## src/rtl/uart_tx_frame.sv

```systemverilog
// UART transmitter: start bit, DATA_WIDTH data bits LSB-first, optional parity, stop bit.
// Each bit is held for the latched Prescale count (0 treated as 1); TX_OUT and Busy are registered.
module uart_tx_frame #(
    parameter int DATA_WIDTH = 8
) (
    input  logic                  clk,
    input  logic                  ARSTn,
    input  logic [5:0]            Prescale,
    input  logic                  PAR_EN,
    input  logic                  PAR_TYP,
    input  logic [DATA_WIDTH-1:0] P_DATA,
    input  logic                  DATA_VLD,
    output logic                  TX_OUT,
    output logic                  Busy
);

    localparam int BIT_W = (DATA_WIDTH > 1) ? $clog2(DATA_WIDTH) : 1;
    localparam logic [BIT_W-1:0] LAST_BIT = BIT_W'(DATA_WIDTH - 1);

    typedef enum logic [2:0] {
        IDLE   = 3'd0,
        START  = 3'd1,
        DATA   = 3'd2,
        PARITY = 3'd3,
        STOP   = 3'd4
    } state_t;

    state_t                  state_q, state_d;
    logic [5:0]              pcnt_q, pcnt_d;
    logic [BIT_W-1:0]        bit_cnt_q, bit_cnt_d;
    logic [DATA_WIDTH-1:0]   shift_q, shift_d;
    logic [5:0]              p_q, p_d;
    logic                    par_en_q, par_en_d;
    logic                    par_bit_q, par_bit_d;
    logic                    tx_q, tx_d;
    logic                    busy_q, busy_d;
    logic                    bit_end;

    assign bit_end = (pcnt_q == (p_q - 6'd1));

    always_comb begin
        state_d   = state_q;
        pcnt_d    = pcnt_q;
        bit_cnt_d = bit_cnt_q;
        shift_d   = shift_q;
        p_d       = p_q;
        par_en_d  = par_en_q;
        par_bit_d = par_bit_q;

        if (state_q != IDLE) begin
            pcnt_d = bit_end ? 6'd0 : (pcnt_q + 6'd1);
        end

        case (state_q)
            IDLE: begin
                pcnt_d    = '0;
                bit_cnt_d = '0;
                if (DATA_VLD) begin
                    state_d   = START;
                    shift_d   = P_DATA;
                    par_en_d  = PAR_EN;
                    // Parity is resolved at acceptance, so PAR_TYP need not be kept on its own
                    par_bit_d = (^P_DATA) ^ PAR_TYP;
                    p_d       = (Prescale == 6'd0) ? 6'd1 : Prescale;
                end
            end
            START: begin
                if (bit_end) begin
                    state_d   = DATA;
                    bit_cnt_d = '0;
                end
            end
            DATA: begin
                if (bit_end) begin
                    if (bit_cnt_q == LAST_BIT) begin
                        state_d = par_en_q ? PARITY : STOP;
                    end else begin
                        bit_cnt_d = bit_cnt_q + 1'b1;
                        shift_d   = shift_q >> 1;
                    end
                end
            end
            PARITY: begin
                if (bit_end) begin
                    state_d = STOP;
                end
            end
            STOP: begin
                if (bit_end) begin
                    state_d = IDLE;
                end
            end
            default: begin
                state_d = IDLE;
            end
        endcase

        // Outputs are registered from the next state so the line changes with the state
        tx_d = 1'b1;
        case (state_d)
            IDLE:    tx_d = 1'b1;
            START:   tx_d = 1'b0;
            DATA:    tx_d = shift_d[0];
            PARITY:  tx_d = par_bit_d;
            STOP:    tx_d = 1'b1;
            default: tx_d = 1'b1;
        endcase
        busy_d = (state_d != IDLE);
    end

    always_ff @(posedge clk or negedge ARSTn) begin
        if (!ARSTn) begin
            state_q   <= IDLE;
            pcnt_q    <= '0;
            bit_cnt_q <= '0;
            shift_q   <= '0;
            p_q       <= 6'd1;
            par_en_q  <= 1'b0;
            par_bit_q <= 1'b0;
            tx_q      <= 1'b1;
            busy_q    <= 1'b0;
        end else begin
            state_q   <= state_d;
            pcnt_q    <= pcnt_d;
            bit_cnt_q <= bit_cnt_d;
            shift_q   <= shift_d;
            p_q       <= p_d;
            par_en_q  <= par_en_d;
            par_bit_q <= par_bit_d;
            tx_q      <= tx_d;
            busy_q    <= busy_d;
        end
    end

    assign TX_OUT = tx_q;
    assign Busy   = busy_q;

endmodule
```

## config.mk

```make
export PLATFORM = sky130hd
export DESIGN_NAME = uart_tx_frame
export DESIGN_NICKNAME = d
export VERILOG_FILES = /design/src/rtl/uart_tx_frame.sv
export SDC_FILE = /design/constraint.sdc
export NUM_CORES = 1
export LEC_CHECK = 0
export ABC_AREA = 0
export ABC_CLOCK_PERIOD_IN_PS = 5100
export CORE_ASPECT_RATIO = 1.4
export CORE_MARGIN = 5
export CORE_UTILIZATION = 25
export CTS_BUF_LIST = sky130_fd_sc_hd__clkbuf_8
export CTS_CLUSTER_DIAMETER = 30
export CTS_CLUSTER_SIZE = 28
export DETAILED_ROUTE_END_ITERATION = 10
export PLACE_DENSITY_LB_ADDON = 0.05
export SETUP_SLACK_MARGIN = 0.2
export SYNTH_ARGS = -nofsm -noshare
export SYNTH_HDL_FRONTEND = slang
export SYNTH_SLANG_ARGS = --single-unit
```

## constraint.sdc

```tcl
create_clock -name clk -period 5.1 [get_ports clk]
set_clock_uncertainty 0.05 [all_clocks]
set_input_delay 1.02 -clock clk [delete_from_list [all_inputs] [get_ports clk]]
set_output_delay 1.02 -clock clk [all_outputs]
set_load 0.02 [all_outputs]
```

# ---- Word-level counts from Yosys, hierarchy flattened
# Cells that the tools add are included.
dict set report classes {
  mux 23
  addsub 3
  eq_ne 13
  reduce_logical 11
  bitwise 1
}
# cell count
set op_table {}
lappend op_table {{2-to-1 mux 3 bit} 10}
lappend op_table {{2-to-1 mux 6 bit} 4}
lappend op_table {{2-to-1 mux 8 bit} 3}
lappend op_table {{case mux 8 bit (2 select lines)} 1}
lappend op_table {{case mux 3 bit (5 select lines)} 1}
lappend op_table {{== test 3 x 2 -> 1 bit, second input constant} 4}
lappend op_table {{case mux 3 bit (3 select lines)} 1}
lappend op_table {{nonzero test 3 bit} 3}
lappend op_table {{!= test 2 bit, second input constant} 4}
lappend op_table {{AND reduction 4 bit} 2}
lappend op_table {{XOR reduction 8 bit} 1}
lappend op_table {{adder 6 x 1 -> 6 bit, second input constant} 1}
lappend op_table {{== test 3 x 1 -> 1 bit, second input constant} 2}
lappend op_table {{== test 3 bit, second input constant} 2}
lappend op_table {{== test 6 bit} 1}
lappend op_table {{logical NOT 6 bit} 1}
lappend op_table {{subtractor 6 x 1 -> 6 bit, second input constant} 1}
lappend op_table {{nonzero test 2 bit} 2}
lappend op_table {{adder 3 x 1 -> 3 bit, second input constant} 1}
lappend op_table {{logical NOT 3 bit} 1}
lappend op_table {{case mux 1 bit (3 select lines)} 1}
lappend op_table {{2-to-1 mux 1 bit} 2}
lappend op_table {{AND reduction 2 bit} 1}
lappend op_table {{bitwise XOR 1 bit} 1}
dict set report word_totals {
  inputBits 19
  wordCells 61
  reg_bits 30
  out_inout_bits 2
}

# ---- Logic depth before layout (Yosys ltp)
# Gate-level depths: netlist of run 1.
dict set report logic_depth {
  word_depth 6
  depth_mapped 10
  mapped_depth_nobuf 9
}

# ---- Worst setup path before layout of run 1
# OpenSTA, ideal clock, no wires.
dict set report synth_timing {
  kind {reg2reg}
  from {register p_q[2]}
  to {register shift_q[1]}
  period_less_slack_ps 2629
  path_slack_ps 2471
  path_stages_with_launch 8
  path_buffers 0
  t_required_ps 4931
  arrival_ps 2460
  setup_ps 119
  path_cell_list {dfrtp_1 > or4_1 > or3_1 > a2111oi_4 > nand2_2 > nor4_4 > nor2_1 > a21o_2}
}
dict set report synth_between {
  elab_chain_len 4
}
# element line
set synth_lines {}
lappend synth_lines {{start: declaration} 32} ;# logic [5:0] p_q, p_d;
lappend synth_lines {{start signal: assignment} 127} ;# p_q <= p_d;
lappend synth_lines {{subtractor 6 x 1 -> 6 bit} 39} ;# assign bit_end = (pcnt_q == (p_q - 6'd1));
lappend synth_lines {{== test 6 bit} 39}
lappend synth_lines {{!= test 2 bit (no line)} --}
lappend synth_lines {{AND reduction 4 bit (no line)} --}
lappend synth_lines {{end signal: assignment} 126} ;# shift_q <= shift_d;
lappend synth_lines {{end: declaration} 31} ;# logic [DATA_WIDTH-1:0] shift_q, shift_d;
# Every way passes these cells.
# A chain may end at the register's enable or synchronous reset.

# ---- Worst setup path in the final report of run 1
dict set report layout_timing {
  from {register p_q[2]}
  to {register shift_q[6]}
}
# Same word-level chain as after synthesis.

==> results of run 1 <==
[metal layers]
metal  global-route usage, %  wire length [microns]  share of wire (%)
met5                       0                      0                  0
met1                    11.1                   1500                 40
met3                    3.31                    214                5.7
met2                    17.8                   1960                 52
met4                    4.50                     81                2.2
[cell usage after synthesis]
cell / n / area (sq um)
sky130_fd_sc_hd__dfrtp_1: 28 / 701
sky130_fd_sc_hd__nor2_1: 14 / 52.6
sky130_fd_sc_hd__xnor2_1: 14 / 123
sky130_fd_sc_hd__o21ai_0: 9 / 45.0
sky130_fd_sc_hd__inv_1: 8 / 30.0
sky130_fd_sc_hd__nand3_1: 8 / 40.0
sky130_fd_sc_hd__a21o_2: 7 / 61.3
sky130_fd_sc_hd__mux2_2: 7 / 78.8
sky130_fd_sc_hd__a22o_2: 6 / 60.1
sky130_fd_sc_hd__nand2_1: 5 / 18.8
sky130_fd_sc_hd__ha_1: 4 / 50.1
sky130_fd_sc_hd__xor2_1: 4 / 35.0
sky130_fd_sc_hd__a21oi_1: 3 / 15.0
sky130_fd_sc_hd__nor3_1: 3 / 15.0
sky130_fd_sc_hd__or3_1: 3 / 18.8
sky130_fd_sc_hd__a22o_1: 2 / 17.5
sky130_fd_sc_hd__a31oi_1: 2 / 12.5
sky130_fd_sc_hd__and2_1: 2 / 12.5
sky130_fd_sc_hd__and2b_1: 2 / 15.0
sky130_fd_sc_hd__buf_6: 2 / 22.5
sky130_fd_sc_hd__dfstp_2: 2 / 52.6
sky130_fd_sc_hd__or4_1: 2 / 15.0
sky130_fd_sc_hd__a2111oi_4: 1 / 27.5
sky130_fd_sc_hd__a2bb2oi_1: 1 / 8.76
sky130_fd_sc_hd__a31o_2: 1 / 8.76
sky130_fd_sc_hd__and3_2: 1 / 7.51
sky130_fd_sc_hd__and3b_1: 1 / 8.76
sky130_fd_sc_hd__and3b_2: 1 / 10.0
sky130_fd_sc_hd__buf_1: 1 / 3.75
sky130_fd_sc_hd__buf_2: 1 / 5.00
sky130_fd_sc_hd__buf_4: 1 / 7.51
sky130_fd_sc_hd__nand2_2: 1 / 6.26
sky130_fd_sc_hd__nand4_1: 1 / 6.26
sky130_fd_sc_hd__nor2b_1: 1 / 6.26
sky130_fd_sc_hd__nor4_4: 1 / 21.3
sky130_fd_sc_hd__o211ai_1: 1 / 7.51
sky130_fd_sc_hd__o22ai_1: 1 / 6.26
sky130_fd_sc_hd__o311a_1: 1 / 10.0
sky130_fd_sc_hd__o31ai_1: 1 / 7.51
[cell type report]
type	count	area, sq um
fill	681	4500
inverter	8	30.0
clock buffer	5	68.8
tap	74	92.6
timing repair buffer	21	208
multi-input combinational	111	828
sequential	30	753
clock inverter	3	40.0
[worst max path at each step]
stage	depth (start not counted)	to	start	slack, ps
6_report	7	shift_q[6]$_DFFE_PN0P_	p_q[2]$_DFFE_PN0P_	1860
5_1_grt	7	shift_q[2]$_DFFE_PN0P_	p_q[2]$_DFFE_PN0P_	1630
4_1_cts	7	shift_q[6]$_DFFE_PN0P_	p_q[2]$_DFFE_PN0P_	1830
3_5_place_dp	7	shift_q[6]$_DFFE_PN0P_	p_q[2]$_DFFE_PN0P_	1830
3_3_place_gp	5	TX_OUT$_DFF_PN1_	DATA_VLD	1830
2_1_floorplan	7	shift_q[1]$_DFFE_PN0P_	p_q[2]$_DFFE_PN0P_	2470
[critical path, stage by stage, from the launching register on]
cell,delay [ps]
sky130_fd_sc_hd__dfrtp_1,430
sky130_fd_sc_hd__or4_1,530
sky130_fd_sc_hd__or3_1,370
sky130_fd_sc_hd__a2111oi_4,480
sky130_fd_sc_hd__nand2_2,210
sky130_fd_sc_hd__nor4_4,570
sky130_fd_sc_hd__nor2_1,230
sky130_fd_sc_hd__a21o_2,270
[stage by stage]
stage | worst slack, ps | power, mW | std cells | instance area, sq um
final | 1860 | 1.10 | 252 | 2020
after global routing | 1630 | 1.20 | 252 | 2020
after CTS | 1830 | 1.12 | 252 | 2020
after detailed placement | 1830 | 0.871 | 244 | 1910
after global placement | 1830 | 0.865 | 244 | 1910
after floorplan | 2470 | 0.760 | 154 | 1650
[kinds of logic after synthesis]
logic type               after synthesis
AO/OA/AOI/OAI                         36
buffers and inverters                 13
AND/OR/NAND/NOR                       46
flip-flops                            30
multiplexers                           7
XOR/XNOR                              18
adder cells (fa/ha/maj)                4
[power by group through the flow]
stage | registers, mW | logic (mW) | clock network [mW]
floorplan | 0.408 | 0.352 | 0
global placement | 0.440 | 0.424 | 0
detailed placement | 0.442 | 0.429 | 0
CTS | 0.438 | 0.431 | 0.248
global route | 0.452 | 0.484 | 0.259
finish | 0.434 | 0.422 | 0.240
[state kept, by name, indices dropped and copies added (netlist names), 3 cells and up]
signal,count
bit_cnt_q,3
shift_q,8
state_q,3
pcnt_q,6
p_q,6
==> impl_results.md, run 1 <==
- Cell Pwr Density: 542 mW/mm^2
- Critical path fanouts, max: 11
- Share of the synthesized netlist area taken by xor and xnor gates: 9.55%
- Mapped Cells: 154
- Final-layout worst hold slack: 434 ps
- Pin count of the biggest net entering global routing: 31
- Power spent charging and discharging nets: 0.398 mW
- Adder-cell area share of the yosys netlist: 3.03%
- Yosys warning count: 0
- Beginning of the worst hold path: shift_q[5]$_DFFE_PN0P_
- Overall Global Routing Usage: 10.2%
- Total number of clock tree sinks: 30
- Critical path startpoint category: flop
- Final setup TNS: 0 ps
- Mean instance size in the synthesized netlist: 10.7 sq um
- First-iteration detailed-routing DRC count: 54
- Highest achievable clock rate: 0.309 GHz
- Origin of the critical flop-to-flop path: p_q[2]$_DFFE_PN0P_
- Layout overhead on the synthesized area: 22.4%
- Most used cells in the layout excluding fill and tap cells: 28 x sky130_fd_sc_hd__dfrtp_1, 20 x sky130_fd_sc_hd__clkdlybuf4s50_1, 14 x sky130_fd_sc_hd__xnor2_1, 14 x sky130_fd_sc_hd__nor2_1, 9 x sky130_fd_sc_hd__o21ai_0
- Overall via count from detail_route: 1200
- Clock tree from TritonCTS: done
- Sequential element share of the synthesized area: 45.6%
- Sequential Power Share: 39.6%
- R2r worst-path depth: 7
- Clock input transition at the sequential cells of the worst setup and hold paths: 70 ps
- Post_cts resized: 0
- Commonest non-fill, non-tap cell in the layout: sky130_fd_sc_hd__dfrtp_1
- Final-report setup violation count: 0
- Outcome: complete, no violations
- Post-DP HPWL: 2820 microns
- Number of buffers added by the clock tree synthesis step: 5
- Compound-gate portion of the synthesized area: 17.4%
- Final worst-path cycle share: 63.5%
- Port buffer count: 20
- Worst Hold Endpoint: shift_q[5]$_DFFE_PN0P_
- Final standard cell utilization of the core: 31.0%
- RSZ-0062 raised after global routing: false
- Io pins: 21
- Worst Max-Slew Pin Slew: 784 ps
- Hold buffers post-CTS: 0
- Max-cap violations: 0
- Die area: 0.00835 sq mm
- Number of antenna cells inserted: 0
- Sort of element at the end of the critical path: flop
- Post-detailed-route via-to-cell ratio: 4.76
- Starting density of the core: 25.3%
- Path category of the worst min-delay check: flop to flop
- Syn_nets: 177
- Final period demand of the worst path: 3240 ps
- Crit path required time: 5230 ps
- Wire length of the first global-routing pass: 6470 microns
- Clk_lat worst skew: 280 ps
- Switching power share of the total: 36.3%
- Register-to-Register Setup Slack: 1860 ps
- Headroom to the max-slew limit: 47.7%
- Drt pass-1 iters: 4
- Internal: 0.698 mW
- Antenna violations before repair: 0
- Cell depth of the worst hold path: 1
- Crit Path Class: flop to flop
- Core Area: 0.00653 sq mm
- Chip Height: 106 microns
- CTS Buffer Depth: 2
- Buffer type at the clock tree root: sky130_fd_sc_hd__clkbuf_8
- X dimension of the die: 78.7 microns
- Number of distinct library cells after synthesis: 39
- Largest vdd supply drop: 209 uV
- Weighted congestion reported at the end of routability-driven placement: 0.849
- Routed length per placed instance: 14.9 microns
- Largest family of logic cells by synthesized area: compound AO/OA/AOI/OAI gates
- Mapped cell area: 0.00165 sq mm
- Part of the total power dissipated in combinational logic: 38.5%
- Reg-to-reg endpoint: shift_q[6]$_DFFE_PN0P_
- DRC: 0
- Flip-flop and latch count after synthesis: 30
- Multiplexer fraction of the synthesized cell area: 4.78%
- GR Overflow Total: 0
- Number of nets at the end of the flow: 200
- Number of levels the H-tree was split into: 2
- Hold violation count in the final report: 0
- Sum of routed wire length over all layers: 3750 microns
- Power share of the clock group: 21.9%
- Total leakage power: 0.855 nW
- Simple-gate portion of the synthesized area: 15.4%
- Detail Route Antenna Nets: 0
- Vias in the first global route: 1321
- Data arrival time at the worst-slack endpoint: 3370 ps
- Standard-cell row count: 35
- Total count of max-transition violations in the final report: 0
- Setup bufs post-CTS: 0
- Layout cells sized above 1: 20.8%
Note: power is estimated with default switching activity, not from simulation.
==> run 2, diff against run 1 <==
--- a/config.mk
+++ b/config.mk
@@ -6,7 +6,7 @@
 export NUM_CORES = 1
 export LEC_CHECK = 0
 export ABC_AREA = 0
-export ABC_CLOCK_PERIOD_IN_PS = 5100
+export ABC_CLOCK_PERIOD_IN_PS = 3200
 export CORE_ASPECT_RATIO = 1.4
 export CORE_MARGIN = 5
 export CORE_UTILIZATION = 25
==> constraint.sdc (replaced) <==
create_clock -name clk -period 3.2 [get_ports clk]
set_clock_uncertainty 0.05 [all_clocks]
set_input_delay 0.64 -clock clk [delete_from_list [all_inputs] [get_ports clk]]
set_output_delay 0.64 -clock clk [all_outputs]
set_load 0.02 [all_outputs]
==> impl_results.md, run 2 (synthesis gave the netlist of run 1 again) <==
- Clock tree from TritonCTS: done
- Antenna violations before repair: 0 (unchanged)
- Routed length per placed instance: 14.4 microns (-3.6%)
- Total number of clock tree sinks: 30 (unchanged)
- Commonest non-fill, non-tap cell in the layout: sky130_fd_sc_hd__dfrtp_1
- Layout cells sized above 1: 21.1% (+0.32 points)
- Crit path required time: 3370 ps (-1860 ps)
- Vias in the first global route: 1332 (+0.83%)
- Headroom to the max-slew limit: 70.8% (+23 points)
- Highest achievable clock rate: 0.356 GHz (+15%)
- Drt pass-1 iters: 4 (unchanged)
- Final setup TNS: 0 ps (unchanged)
- Number of levels the H-tree was split into: 2 (unchanged)
- Cell Pwr Density: 828 mW/mm^2 (+53%)
- Most used cells in the layout excluding fill and tap cells: 28 x sky130_fd_sc_hd__dfrtp_1, 20 x sky130_fd_sc_hd__clkdlybuf4s50_1, 14 x sky130_fd_sc_hd__xnor2_1, 14 x sky130_fd_sc_hd__nor2_1
- Final-report setup violation count: 0 (unchanged)
- Final period demand of the worst path: 2810 ps (-428 ps)
- Layout overhead on the synthesized area: 22.3%
- Clk_lat worst skew: 280 ps (about the same)
- Chip Height: 106 microns (unchanged)
- Crit-path slowest cell: sky130_fd_sc_hd__dfstp_2
- Sum of routed wire length over all layers: 3650 microns (-2.8%)
- Detail Route Antenna Nets: 0 (unchanged)
- Io pins: 21 (unchanged)
- Buffer type at the clock tree root: sky130_fd_sc_hd__clkbuf_8
- Total leakage power: 0.860 nW (+0.62%)
- Total of fill cells in the finished design: 677 (-0.59%)
- Die area: 0.00835 sq mm (unchanged)
- X dimension of the die: 78.7 microns (unchanged)
- Largest vdd supply drop: 346 uV (+66%)
- Number of nets at the end of the flow: 202 (+1.0%)
- First-iteration detailed-routing DRC count: 66 (+22%)
- Clock input transition at the sequential cells of the worst setup and hold paths: 60 ps (about the same)
- Pin count of the biggest net entering global routing: 31 (unchanged)
- CTS Buffer Depth: 2 (unchanged)
- Flip-flop count of the largest register after layout: 8 (unchanged)
- Critical path fanouts, max: 10 (-1)
- Critical path startpoint category: flop
- Port buffer count: 20 (unchanged)
- Data arrival time at the worst-slack endpoint: 2980 ps (-390 ps)
- RSZ-0062 raised after global routing: false
- Outcome: complete, no violations
- Hold violation count in the final report: 0 (unchanged)
- Largest stage delay, worst path: 580 ps (about the same)
- Post_cts resized: 0 (unchanged)
- Sort of element at the end of the critical path: flop
- Path category of the worst min-delay check: flop to flop
- Crit Path Class: flop to flop
- Weighted congestion reported at the end of routability-driven placement: 0.804 (-5.3%)
- Number of antenna cells inserted: 0 (unchanged)
- Largest regs: shift_q x8, p_q x6, pcnt_q x6
- GR Overflow Total: 0 (unchanged)
- Post-detailed-route via-to-cell ratio: 4.74 (-0.37%)
- Number of placed instances, taps included: 246 (+0.82%)
- Post-DP HPWL: 2740 microns (-3.0%)
- Starting density of the core: 25.3% (unchanged)
- DRC: 0 (unchanged)
- Overall Global Routing Usage: 10.1% (-0.14 points)
- Worst Max-Slew Pin Slew: 437 ps (-348 ps)
- CP Cell Sequence: inv_1 > ha_1 > and2b_1 > or3_1 > a31oi_1 > nand2_2 > nor4_4 > buf_4 > a22o_2 > a21o_2
- Max-cap violations: 0 (unchanged)
- Number of buffers added by the clock tree synthesis step: 5 (unchanged)
- Standard-cell row count: 35 (unchanged)
- Total count of max-transition violations in the final report: 0 (unchanged)
- Largest Register: shift_q
- Layout Cells excl Fill: 254 (+0.79%)
- Wire length of the first global-routing pass: 6470 microns (unchanged)
- Overall via count from detail_route: 1205 (+0.42%)
- Final worst-path cycle share: 87.8% (+24 points)
- Core Area: 0.00653 sq mm (unchanged)
[run 2: path summary, 6_finish.rpt]
kind	start	end	slack [ps]	cells past startpoint
setup / recovery	p_q[0]$_DFFE_PN1P_	shift_q[3]$_DFFE_PN0P_	390	10
hold / removal	shift_q[5]$_DFFE_PN0P_	shift_q[5]$_DFFE_PN0P_	430	1
setup reg to reg	p_q[0]$_DFFE_PN1P_	shift_q[3]$_DFFE_PN0P_	390	10
hold reg to reg	shift_q[5]$_DFFE_PN0P_	shift_q[5]$_DFFE_PN0P_	430	1
max in group asynchronous	ARSTn	p_q[0]$_DFFE_PN1P_	2060	2
min in group asynchronous	ARSTn	state_q[0]$_DFF_PN0_	710	2
[run 2: timing repair]
action / in CTS / in global routing
hold buffers: 0 / 0
endpoints found under the setup margin: 0 / 1
buffers inserted: 0 / 0
endpoints found under the hold margin: 0 / 0
[run 2: cell type report]
| class | instances | area, sq um | area share, % |
|---|---|---|---|
| clock buffers | 6 | 82.6 | 4.09 |
| clock inverters | 2 | 8.76 | 0.434 |
| inverters | 8 | 30.0 | 1.49 |
| multi-input cells | 111 | 828 | 41.0 |
| flip-flops and latches | 30 | 753 | 37.3 |
| well taps | 74 | 92.6 | 4.59 |
| repair buffers | 23 | 223 | 11.0 |
[run 2: critical path: cells and delay by family, from the launching register on]
kind	cells	cell delay, ps
flops	1	580
compound gates	3	620
buf+inv	2	280
fa+ha+maj	1	230
simple gates	4	990
[run 2: stage by stage]
| stage | util [%] | power [mW] | setup WS [ps] | hold WS [ps] | area [sq um] |
|---|---|---|---|---|---|
| 3_5_place_dp | 29.5 | 1.38 | 366 | 422 | 1930 |
| 3_3_place_gp | 29.5 | 1.38 | 416 | 417 | 1930 |
| 2_1_floorplan | - | 1.21 | 571 | 294 | 1650 |
| 4_1_cts | 30.9 | 1.71 | 355 | 438 | 2020 |
| 5_1_grt | 30.9 | 1.83 | 212 | 456 | 2020 |
| 6_report | 30.9 | 1.67 | 389 | 434 | 2020 |
[run 2: power by group]
group	switching (mW)	internal, mW	total (mW)
registers	0.150	0.543	0.693
logic	0.328	0.342	0.669
clock network	0.139	0.170	0.309
[run 2: layer usage]
metal,vias up,track usage (%),part of all wire [%]
met5,-,0,0
met4,0,4.13,2.2
met3,6,3.05,5.2
met2,29,16.9,51
met1,573,11.8,41
li1,597,-,-
==> run 3, diff against run 2 <==
--- a/config.mk
+++ b/config.mk
@@ -6,7 +6,7 @@
 export NUM_CORES = 1
 export LEC_CHECK = 0
 export ABC_AREA = 0
-export ABC_CLOCK_PERIOD_IN_PS = 3200
+export ABC_CLOCK_PERIOD_IN_PS = 3050
 export CORE_ASPECT_RATIO = 1.4
 export CORE_MARGIN = 5
 export CORE_UTILIZATION = 25
==> constraint.sdc (replaced) <==
create_clock -name clk -period 3.05 [get_ports clk]
set_clock_uncertainty 0.05 [all_clocks]
set_input_delay 0.61 -clock clk [delete_from_list [all_inputs] [get_ports clk]]
set_output_delay 0.61 -clock clk [all_outputs]
set_load 0.02 [all_outputs]
==> impl_results.md, run 3 (synthesis gave the netlist of run 1 again) <==
- Post-placement setup slack: 207 ps (-159 ps)
- Io pins: 21 (unchanged)
- Detail Route Antenna Nets: 0 (unchanged)
- Cell depth of the worst hold path: 1 (unchanged)
- Final-report setup violation count: 0 (unchanged)
- Clock input transition at the sequential cells of the worst setup and hold paths: 60 ps (about the same)
- Layout cells sized above 1: 22.8% (+1.7 points)
- Crit path required time: 3210 ps (-160 ps)
- Pin count of the biggest net entering global routing: 31 (unchanged)
- Clk_lat worst skew: 280 ps (about the same)
- Internal: 1.12 mW (+6.0%)
- Post-detailed-route via-to-cell ratio: 4.80 (+1.1%)
- Hold violation count in the final report: 0 (unchanged)
- First-iteration detailed-routing DRC count: 64 (-3.0%)
- Overall Global Routing Usage: 10.1% (+0.042 points)
- Largest vdd supply drop: 406 uV (+17%)
- Cell Pwr Density: 871 mW/mm^2 (+5.2%)
- Drt pass-1 iters: 4 (unchanged)
- Sort of element at the end of the critical path: flop
- Core Area: 0.00653 sq mm (unchanged)
- Path category of the worst min-delay check: flop to flop
- Port buffer count: 20 (unchanged)
- Chip Height: 106 microns (unchanged)
- X dimension of the die: 78.7 microns (unchanged)
- Standard-cell row count: 35 (unchanged)
- Layout Cells excl Fill: 258 (+1.6%)
- Crit Path Class: flop to flop
- Switching power share of the total: 37.3% (+0.47 points)
- Number of placed instances, taps included: 247 (+0.41%)
- Number of buffers added by the clock tree synthesis step: 5 (unchanged)
- Buffer type at the clock tree root: sky130_fd_sc_hd__clkbuf_8
- Antenna violations before repair: 0 (unchanged)
- Layout overhead on the synthesized area: 24.2%
- Critical path fanouts, max: 5 (-5)
- Most used cells in the layout excluding fill and tap cells: 28 x sky130_fd_sc_hd__dfrtp_1, 20 x sky130_fd_sc_hd__clkdlybuf4s50_1, 14 x sky130_fd_sc_hd__xnor2_1
- Commonest non-fill, non-tap cell in the layout: sky130_fd_sc_hd__dfrtp_1
- Data arrival time at the worst-slack endpoint: 2880 ps (-100 ps)
- Final setup slack of the worst path: 329 ps (-59.9 ps)
- Number of nets at the end of the flow: 206 (+2.0%)
- Highest achievable clock rate: 0.368 GHz (+3.3%)
- Number of levels the H-tree was split into: 2 (unchanged)
- Outcome: complete, no violations
- GR Overflow Total: 0 (unchanged)
- Total leakage power: 0.881 nW (+2.5%)
- Weighted congestion reported at the end of routability-driven placement: 0.806 (+0.34%)
- Final setup TNS: 0 ps (unchanged)
- Number of antenna cells inserted: 0 (unchanged)
- Sum of routed wire length over all layers: 3770 microns (+3.4%)
- Max-cap violations: 0 (unchanged)
- Starting density of the core: 25.3% (unchanged)
- Sequential Power Share: 40.3% (-1.2 points)
- Total number of clock tree sinks: 30 (unchanged)
- RSZ-0062 raised after global routing: false
- Post-DP HPWL: 2780 microns (+1.7%)
- Largest regs: shift_q x8, p_q x6, pcnt_q x6
- Part of the total power dissipated in combinational logic: 43.1% (+3.1 points)
- Clock tree from TritonCTS: done
- Total count of max-transition violations in the final report: 0 (unchanged)
- Overall via count from detail_route: 1238 (+2.7%)
- Worst Max-Slew Pin Slew: 404 ps (-32.6 ps)
- Largest Register: shift_q
- R2r worst-path depth: 8 (-2)
- Final period demand of the worst path: 2720 ps (-90.1 ps)
- Routed length per placed instance: 14.6 microns (+1.8%)
- DRC: 0 (unchanged)
- Final worst-path cycle share: 89.2% (+1.4 points)
- Flip-flop count of the largest register after layout: 8 (unchanged)
- Wire length of the first global-routing pass: 6490 microns (+0.31%)
- CTS Buffer Depth: 2 (unchanged)
- Critical path startpoint category: flop
- Headroom to the max-slew limit: 73.1% (+2.3 points)
- Power spent charging and discharging nets: 0.667 mW (+8.2%)
- Die area: 0.00835 sq mm (unchanged)
- Power share of the clock group: 16.6% (-1.9 points)
- Vias in the first global route: 1321 (-0.83%)
[run 3: cell types whose count changed in the layout (fill, tap and decap cells not counted)]
cell / change
sky130_fd_sc_hd__clkbuf_8: -1
sky130_fd_sc_hd__nor2_2: +1
sky130_fd_sc_hd__a31oi_1: -1
sky130_fd_sc_hd__nor2_1: -1
sky130_fd_sc_hd__clkinv_2: -1
sky130_fd_sc_hd__inv_1: +2
sky130_fd_sc_hd__buf_4: +3
sky130_fd_sc_hd__a31oi_2: +1
sky130_fd_sc_hd__buf_6: +1
[run 3: worst max-delay path, stage by stage, from the launching register on]
cell and delay, ps:
sky130_fd_sc_hd__dfrtp_1 410, sky130_fd_sc_hd__or4_1 520, sky130_fd_sc_hd__or3_1 360, sky130_fd_sc_hd__a2111oi_4 440
sky130_fd_sc_hd__buf_4 180, sky130_fd_sc_hd__and3b_2 180, sky130_fd_sc_hd__o22ai_1 110, sky130_fd_sc_hd__and2_1 150
sky130_fd_sc_hd__mux2_2 260
[run 3: per-layer routing]
layer	up-vias	wire, microns	share of wire [%]	GRT usage (%)
met1	591	1530	41	11.4
met3	11	185	4.9	3.05
met4	0	119	3.2	5.25
li1	603	-	-	-
met2	33	1940	51	17.0
met5	-	0	0	0
[run 3: final cells by class]
class | instances | area (sq um)
Fill cell | 688 | 4480
Inverter | 8 | 30.0
Clock buffer | 5 | 68.8
Tap cell | 74 | 92.6
Multi-Input combinational cell | 111 | 837
Timing Repair Buffer | 27 | 256
Sequential cell | 30 | 753
Clock inverter | 3 | 11.3
[run 3: timing repair]
action	4_1_cts	5_1_grt
endpoints found under the hold margin	0	0
gates resized for setup	0	3
endpoints found under the setup margin	1	11
pin swaps	1	3
hold buffers	0	0
setup buffers	0	3
[run 3: path summary, 6_finish.rpt]
check / end / start / slack [ps]
min in group asynchronous: state_q[0]$_DFF_PN0_ / ARSTn / 680
max reg2reg: TX_OUT$_DFF_PN1_ / p_q[2]$_DFFE_PN0P_ / 330
max: TX_OUT$_DFF_PN1_ / p_q[2]$_DFFE_PN0P_ / 330
max in group asynchronous: p_q[0]$_DFFE_PN1P_ / ARSTn / 1950
min: shift_q[3]$_DFFE_PN0P_ / shift_q[3]$_DFFE_PN0P_ / 430
min reg2reg: shift_q[3]$_DFFE_PN0P_ / shift_q[3]$_DFFE_PN0P_ / 430
[run 3: stage by stage]
| step | power [mW] | hold WS [ps] | instance area, sq um | util, % |
|---|---|---|---|---|
| 6_report | 1.79 | 433 | 2050 | 31.4 |
| 5_1_grt | 1.95 | 450 | 2050 | 31.4 |
| 4_1_cts | 1.78 | 437 | 2010 | 30.9 |
| 3_5_place_dp | 1.47 | 425 | 1930 | 29.6 |
| 3_3_place_gp | 1.46 | 417 | 1930 | 29.6 |
| 2_1_floorplan | 1.27 | 264 | 1650 | - |
[run 3: power groups by stage]
stage | registers, mW | logic, mW | clock network (mW)
2_1_floorplan | 0.682 | 0.588 | 0
3_3_place_gp | 0.731 | 0.727 | 0
3_5_place_dp | 0.732 | 0.736 | 0
4_1_cts | 0.726 | 0.737 | 0.317
5_1_grt | 0.744 | 0.874 | 0.329
6_report | 0.720 | 0.770 | 0.296
